File: src/rtl/event_detector_if.sv
// event_detector_if: event record handshake (valid/ready plus record fields); EVENT_DURATION_EN adds event_duration
interface event_detector_if #(
   parameter int TS_W = 8
);
   logic            event_valid;
   logic            event_ready;
   logic [TS_W-1:0] event_time;
   logic [6:0]      event_peak;
`ifdef EVENT_DURATION_EN
   logic [7:0]      event_duration;
`endif

`ifdef EVENT_DURATION_EN
   modport master (output event_valid, event_time, event_peak, event_duration, input event_ready);
   modport slave  (input event_valid, event_time, event_peak, event_duration, output event_ready);
`else
   modport master (output event_valid, event_time, event_peak, input event_ready);
   modport slave  (input event_valid, event_time, event_peak, output event_ready);
`endif
endinterface

File: src/rtl/event_detector.sv
// event_detector: threshold/hysteresis event detector with RTC timestamping; EVENT_DURATION_EN adds event_duration
module event_detector #(
   parameter int THRESHOLD = 16,
   parameter int HYST      = 4,
   parameter int MIN_LEN   = 3,
   parameter int TS_W      = 8
) (
   input  logic                input_acquisition_clk,
   input  logic                reset,
   input  logic                RTC_clk,
   input  logic [6:0]          ch,
   output logic                signal_detected,
   output logic                overflow,
   event_detector_if.master    ev
);
   typedef enum logic [1:0] {IDLE, ARM, ACTIVE} state_t;

   localparam logic [6:0] THR = 7'(THRESHOLD);
   localparam logic [6:0] REL = 7'(THRESHOLD - HYST);

   state_t          state_q, state_d;
   logic            s1_q, s2_q, edge_q;
   logic [TS_W-1:0] ts_q, ts_d, start_q, start_d, time_q, time_d;
   logic [3:0]      len_q, len_d;
   logic [6:0]      peak_q, peak_d, epeak_q, epeak_d, peak_max;
   logic            det_q, det_d, valid_q, valid_d, ovf_q, ovf_d;
   logic            rtc_rise, above, below, complete;
   logic [7:0]      dur_q, dur_d, edur_q, edur_d;

   assign rtc_rise = s2_q & ~edge_q;
   assign above    = ch >= THR;
   assign below    = ch < REL;
   assign peak_max = (ch > peak_q) ? ch : peak_q;

   // Timestamp and detection FSM next state
   always_comb begin
      ts_d     = ts_q + TS_W'(rtc_rise);
      state_d  = state_q;
      len_d    = len_q;
      peak_d   = peak_q;
      start_d  = start_q;
      det_d    = det_q;
      dur_d    = dur_q;
      complete = 1'b0;
      case (state_q)
         IDLE: if (above) begin
            state_d = ARM;
            len_d   = 4'd1;
            start_d = ts_q;
            peak_d  = ch;
            dur_d   = 8'd1;
         end
         ARM: if (above) begin
            len_d  = len_q + 4'd1;
            peak_d = peak_max;
            dur_d  = dur_q + 8'd1;
            if (len_q + 4'd1 == 4'(MIN_LEN)) begin
               state_d = ACTIVE;
               det_d   = 1'b1;
            end
         end else state_d = IDLE;
         ACTIVE: if (below) begin
            state_d  = IDLE;
            det_d    = 1'b0;
            complete = 1'b1;
         end else begin
            peak_d = peak_max;
            dur_d  = (dur_q == 8'hff) ? dur_q : dur_q + 8'd1;
         end
         default: state_d = IDLE;
      endcase
   end

   // Output record: load on completion when the slot frees this cycle, otherwise drop and flag overflow
   always_comb begin
      valid_d = valid_q & ~ev.event_ready;
      time_d  = time_q;
      epeak_d = epeak_q;
      edur_d  = edur_q;
      ovf_d   = ovf_q;
      if (complete && (!valid_q || ev.event_ready)) begin
         valid_d = 1'b1;
         time_d  = start_q;
         epeak_d = peak_q;
         edur_d  = dur_q;
      end else if (complete) ovf_d = 1'b1;
   end

   // State registers, synchroniser included
   always_ff @(posedge input_acquisition_clk) begin
      if (reset) begin
         s1_q    <= 1'b0;
         s2_q    <= 1'b0;
         edge_q  <= 1'b0;
         ts_q    <= '0;
         state_q <= IDLE;
         len_q   <= '0;
         peak_q  <= '0;
         start_q <= '0;
         det_q   <= 1'b0;
         dur_q   <= '0;
         valid_q <= 1'b0;
         time_q  <= '0;
         epeak_q <= '0;
         edur_q  <= '0;
         ovf_q   <= 1'b0;
      end else begin
         s1_q    <= RTC_clk;
         s2_q    <= s1_q;
         edge_q  <= s2_q;
         ts_q    <= ts_d;
         state_q <= state_d;
         len_q   <= len_d;
         peak_q  <= peak_d;
         start_q <= start_d;
         det_q   <= det_d;
         dur_q   <= dur_d;
         valid_q <= valid_d;
         time_q  <= time_d;
         epeak_q <= epeak_d;
         edur_q  <= edur_d;
         ovf_q   <= ovf_d;
      end
   end

   assign signal_detected = det_q;
   assign overflow        = ovf_q;
   assign ev.event_valid  = valid_q;
   assign ev.event_time   = time_q;
   assign ev.event_peak   = epeak_q;
`ifdef EVENT_DURATION_EN
   assign ev.event_duration = edur_q;
`endif
endmodule

File: src/flat_wrapper.sv
// flat-port wrapper written by rule: the top's interface ports become plain ports
module event_detector_flat 
#(
   parameter int THRESHOLD = 16,
   parameter int HYST      = 4,
   parameter int MIN_LEN   = 3,
   parameter int TS_W      = 8
)
  (input_acquisition_clk, reset, RTC_clk, ch, signal_detected, overflow, ev_event_valid, ev_event_time, ev_event_peak, ev_event_ready);
  event_detector_if #(.TS_W(TS_W)) ev_i ();
  input  logic input_acquisition_clk;
  input  logic reset;
  input  logic RTC_clk;
  input  logic [6:0] ch;
  output logic signal_detected;
  output logic overflow;
  output wire logic [$bits(ev_i.event_valid)-1:0] ev_event_valid;
  output wire logic [$bits(ev_i.event_time)-1:0] ev_event_time;
  output wire logic [$bits(ev_i.event_peak)-1:0] ev_event_peak;
  input wire logic [$bits(ev_i.event_ready)-1:0] ev_event_ready;
  assign ev_event_valid = ev_i.event_valid;
  assign ev_event_time = ev_i.event_time;
  assign ev_event_peak = ev_i.event_peak;
  assign ev_i.event_ready = ev_event_ready;
  event_detector #(.THRESHOLD(THRESHOLD), .HYST(HYST), .MIN_LEN(MIN_LEN), .TS_W(TS_W)) u_core (.input_acquisition_clk(input_acquisition_clk), .reset(reset), .RTC_clk(RTC_clk), .ch(ch), .signal_detected(signal_detected), .overflow(overflow), .ev(ev_i));
endmodule
File: config.mk
export PLATFORM = sky130hd
export DESIGN_NAME = event_detector_flat
export DESIGN_NICKNAME = d
export VERILOG_FILES = /design/src/rtl/event_detector_if.sv /design/src/rtl/event_detector.sv /design/src/flat_wrapper.sv
export SDC_FILE = /design/constraint.sdc
export NUM_CORES = 1
export LEC_CHECK = 0
export CAP_MARGIN = 20
export CELL_PAD_IN_SITES_DETAIL_PLACEMENT = 2
export CELL_PAD_IN_SITES_GLOBAL_PLACEMENT = 2
export CORE_UTILIZATION = 36
export CTS_BUF_LIST = sky130_fd_sc_hd__clkbuf_16
export DETAILED_ROUTE_END_ITERATION = 6
export PLACE_DENSITY = 0.95
export SYNTH_ARGS = -nofsm -noshare
export SYNTH_HDL_FRONTEND = slang
export SYNTH_SLANG_ARGS = --single-unit
File: constraint.sdc
create_clock -name input_acquisition_clk -period 2.9 [get_ports input_acquisition_clk]
set_input_delay 0.58 -clock input_acquisition_clk [delete_from_list [all_inputs] [get_ports input_acquisition_clk]]
set_output_delay 0.58 -clock input_acquisition_clk [all_outputs]
set_load 0.01 [all_outputs]
==> run_summary.xml <==
<?xml version="1.0" encoding="UTF-8"?>
<metrics>
  <group name="placement">
    <metric name="gp_congestion" unit="">0.747</metric>
    <metric name="input_output_buffers" unit="">28</metric>
    <metric name="hpwlAfterDp" unit="um">4680</metric>
    <metric name="pre_cts_ws" unit="ns">0.362</metric>
  </group>
  <group name="floorplan">
    <metric name="die_w" unit="um">81.1</metric>
    <metric name="dieHeight" unit="um">81.1</metric>
    <metric name="floorplan.io_pins" unit="">29</metric>
    <metric name="design.core.area" unit="um2">5990</metric>
    <metric name="row_count" unit="">28</metric>
    <metric name="initial_core_util" unit="">0.376</metric>
    <metric name="floorplan.die_area" unit="um2">6580</metric>
  </group>
  <group name="power">
    <metric name="powerDensity" unit="nW/um2">727</metric>
    <metric name="vdd_drop_max" unit="mV">0.302</metric>
    <metric name="leakagePower" unit="nW">1.18</metric>
    <metric name="report.power.total" unit="mW">1.99</metric>
  </group>
  <group name="timing">
    <metric name="hold_viol_final" unit="">0</metric>
    <metric name="tightestPinTransition" unit="ns">0.540</metric>
    <metric name="fin_crit_sh" unit="">0.770</metric>
    <metric name="worst_clock_skew" unit="ns">0.00821</metric>
    <metric name="fmax" unit="GHz">0.448</metric>
    <metric name="final.min_clock_period" unit="ns">2.23</metric>
    <metric name="rsz_0062_raised_after_global_routing" unit="">no</metric>
    <metric name="final-setup-viol-count" unit="">0</metric>
    <metric name="setup-tns-final" unit="ns">0</metric>
    <metric name="layout_setup_ws" unit="ns">0.668</metric>
    <metric name="relSlewSlack" unit="">0.636</metric>
    <metric name="final_max_slew_viol_count" unit="">0</metric>
  </group>
  <group name="detailed_routing">
    <metric name="drt_iter0_markers" unit="">56</metric>
    <metric name="drt_drc_violations_left" unit="">0</metric>
    <metric name="routed_wire_length_per_instance" unit="um">19.0</metric>
    <metric name="post_drt_via_cell_ratio" unit="">5.36</metric>
    <metric name="route.vias.total" unit="">1843</metric>
    <metric name="routed_wl" unit="um">6540</metric>
    <metric name="detail_route.first_pass.iterations" unit="">6</metric>
    <metric name="antenna_violating_nets_post_route" unit="">0</metric>
  </group>
  <group name="clock_network">
    <metric name="cts_made_buffers" unit="">5</metric>
    <metric name="max-clock-path-buffers" unit="">2</metric>
    <metric name="tritoncts" unit="">yes</metric>
    <metric name="worst_setup_hold_path_clk_slew" unit="ns">0.07</metric>
    <metric name="postCtsSetupRepairBufs" unit="">0</metric>
    <metric name="cts.repair.resized" unit="">0</metric>
    <metric name="sinks_on_clock_net" unit="">50</metric>
    <metric name="holdBufCountCts" unit="">0</metric>
    <metric name="clock_insertion_delay_worst_skew" unit="ns">0.30</metric>
    <metric name="cts-htree-levels" unit="">2</metric>
    <metric name="clk_root_buffer_cell" unit="">clkbuf_16</metric>
  </group>
  <group name="logic_synthesis">
    <metric name="synth.net_count" unit="">269</metric>
    <metric name="synth-compound-area-share" unit="">0.0883</metric>
    <metric name="synthSimpleGateAreaFrac" unit="">0.209</metric>
    <metric name="synth.yosys.seq_area_share" unit="">0.444</metric>
    <metric name="asyncSetResetFlopFracSynth" unit="">0</metric>
    <metric name="syn_inst" unit="">243</metric>
    <metric name="postSynthAreaPerCell" unit="um2">9.27</metric>
    <metric name="synth_top_cell_area_share" unit="">0.444</metric>
    <metric name="adder_cell_share_of_the_synthesized_area" unit="">0.0833</metric>
    <metric name="yosysWarningCount" unit="">0</metric>
    <metric name="main_combinational_cell_family_by_area_after_synthesis" unit="">simple AND/OR/NAND/NOR gates</metric>
    <metric name="yosysMostFrequentCell" unit="">dfxtp_1</metric>
    <metric name="synth_xor_xnor_area_share" unit="">0.0233</metric>
    <metric name="synthMuxAreaShare" unit="">0.102</metric>
    <metric name="ys_types" unit="">40</metric>
    <metric name="yosys.area.top_type" unit="">dfxtp_1</metric>
    <metric name="synth_area" unit="um2">2250</metric>
    <metric name="yosys_most_used_dff" unit="">dfxtp_1</metric>
    <metric name="post_synth_most_frequent_cells" unit="">dfxtp_1, nand2_1, nor2_1</metric>
    <metric name="synth-edff-count" unit="">0</metric>
    <metric name="synth.ff_latch_count" unit="">50</metric>
    <metric name="synth_area_leaders" unit="">dfxtp_1, mux2i_1, ha_1</metric>
  </group>
  <group name="setup_path">
    <metric name="rr_worst_depth" unit="">5</metric>
    <metric name="r2r_setup_slack" unit="ns">0.92</metric>
    <metric name="arrival" unit="ns">2.45</metric>
    <metric name="worst_setup_path_end_kind" unit="">register</metric>
    <metric name="critical_path.startpoint_type" unit="">primary input</metric>
    <metric name="r2r_end" unit="">u_core.peak_q[3]$_SDFFE_PP0P_</metric>
    <metric name="cp_max_fo" unit="">7</metric>
    <metric name="cp_data_required_time" unit="ns">3.12</metric>
    <metric name="rr_startpoint" unit="">u_core.state_q[0]$_SDFFE_PP0P_</metric>
    <metric name="critPathKind" unit="">primary input to register</metric>
  </group>
  <group name="cells_and_area">
    <metric name="n_antenna_cell" unit="">0</metric>
    <metric name="nNetsFinal" unit="">294</metric>
    <metric name="post_route_cells_drive_above_1_share" unit="">0.0558</metric>
    <metric name="area_delta_synth_final" unit="%">21.7</metric>
    <metric name="fillerInstances" unit="">649</metric>
  </group>
  <group name="global_route">
    <metric name="grt_pass1_vias" unit="">2092</metric>
    <metric name="grt_max_degree" unit="">42</metric>
    <metric name="groute.usage.overall" unit="">0.223</metric>
    <metric name="antenna_violations_before_repair" unit="">0</metric>
    <metric name="grt_first_pass_wirelength" unit="um">10700</metric>
    <metric name="globalRouteOverflowTotal" unit="">0</metric>
  </group>
  <group name="worst_hold_path">
    <metric name="hold_class" unit="">register to register</metric>
    <metric name="whs_endpoint" unit="">u_core.s2_q$_SDFF_PP0_</metric>
    <metric name="min_from" unit="">u_core.s1_q$_SDFF_PP0_</metric>
    <metric name="hold-path-cell-count" unit="">1</metric>
  </group>
  <group name="outcome">
    <metric name="run_status" unit="">finished clean</metric>
  </group>
  <group name="job">
    <metric name="maxCapViolCount" unit="">0</metric>
  </group>
</metrics>
[cells by family (layout without fill, tap and decap cells)]
group,Yosys count,in the layout
XOR/XNOR,6,6
flip-flops,50,50
AO/OA/AOI/OAI,32,32
AND/OR/NAND/NOR,94,94
multiplexers,23,23
buffers and inverters,23,49
adder cells (fa/ha/maj),15,15
[metal layers]
| layer | GRT usage | part of all wire | vias to the layer above |
|---|---|---|---|
| li1 | - | - | 881 |
| met1 | 0.246 | 0.42 | 914 |
| met2 | 0.413 | 0.54 | 36 |
| met3 | 0.0494 | 0.023 | 12 |
| met4 | 0.0875 | 0.024 | 0 |
| met5 | 0 | 0 | - |
[cell type report]
type                            instances  area (um2)  area share
Inverter                               12        45.0      0.0164
Multi-Input combinational cell        170        1140       0.416
Clock inverter                          3        47.5      0.0174
Tap cell                               75        93.8      0.0342
Clock buffer                            5         125      0.0457
Sequential cell                        50        1000       0.365
Timing Repair Buffer                   29         288       0.105
[worst max-delay path by stage]
stage	slack [ns]	endpoint	depth (start not counted)	start
2_1_floorplan	1.18	u_core.peak_q[0]$_SDFFE_PP0P_	6	ch[4]
3_3_place_gp	0.49	u_core.peak_q[6]$_SDFFE_PP0P_	6	ch[4]
3_5_place_dp	0.36	u_core.ev.event_time[4]$_SDFFE_PP0P_	5	ch[4]
4_1_cts	0.67	u_core.peak_q[3]$_SDFFE_PP0P_	6	ch[5]
5_1_grt	0.58	u_core.peak_q[5]$_SDFFE_PP0P_	6	ch[6]
6_report	0.67	u_core.peak_q[3]$_SDFFE_PP0P_	6	ch[5]
[worst max-delay path, cell delays in order]
cell	delay [ns]
clkdlybuf4s50_1	0.54
ha_1	0.39
nand4_1	0.16
a21oi_1	0.16
o221a_2	0.38
mux2i_1	0.24
[stage by stage]
stage / utilization / area, um2 / instances / hold slack, ns
finish: 0.457 / 2740 / 344 / 0.446
global route: 0.457 / 2740 / 344 / 0.467
CTS: 0.457 / 2740 / 344 / 0.452
detailed placement: 0.429 / 2570 / 336 / 0.436
global placement: 0.429 / 2570 / 336 / 0.416
floorplan: - / 2250 / 243 / 0.414
[state kept, by name, summed over array words and instances, names as in the netlist, 2 cells and up]
signal                cells
u_core.ev.event_time      8
u_core.state_q            2
u_core.len_q              4
u_core.peak_q             7
u_core.ev.event_peak      7
u_core.ts_q               8
u_core.start_q            8
[power by group]
group | switching [mW] | total, mW | internal [mW]
Sequential | 0.0584 | 0.802 | 0.743
Clock | 0.276 | 0.688 | 0.412
Combinational | 0.310 | 0.502 | 0.192
[cell usage in the layout, fill, tap and decap left out, types with 4 or more instances in the layout]
cell,instances
clkbuf_16,5
ha_1,15
dfxtp_1,50
nand2_1,30
nor2b_1,7
o21ai_0,4
nor2_1,24
mux2i_1,23
inv_1,11
xor2_1,4
clkdlybuf4s50_1,28
nand3_1,15
a21oi_1,16
(Power assumes the default switching activity.)
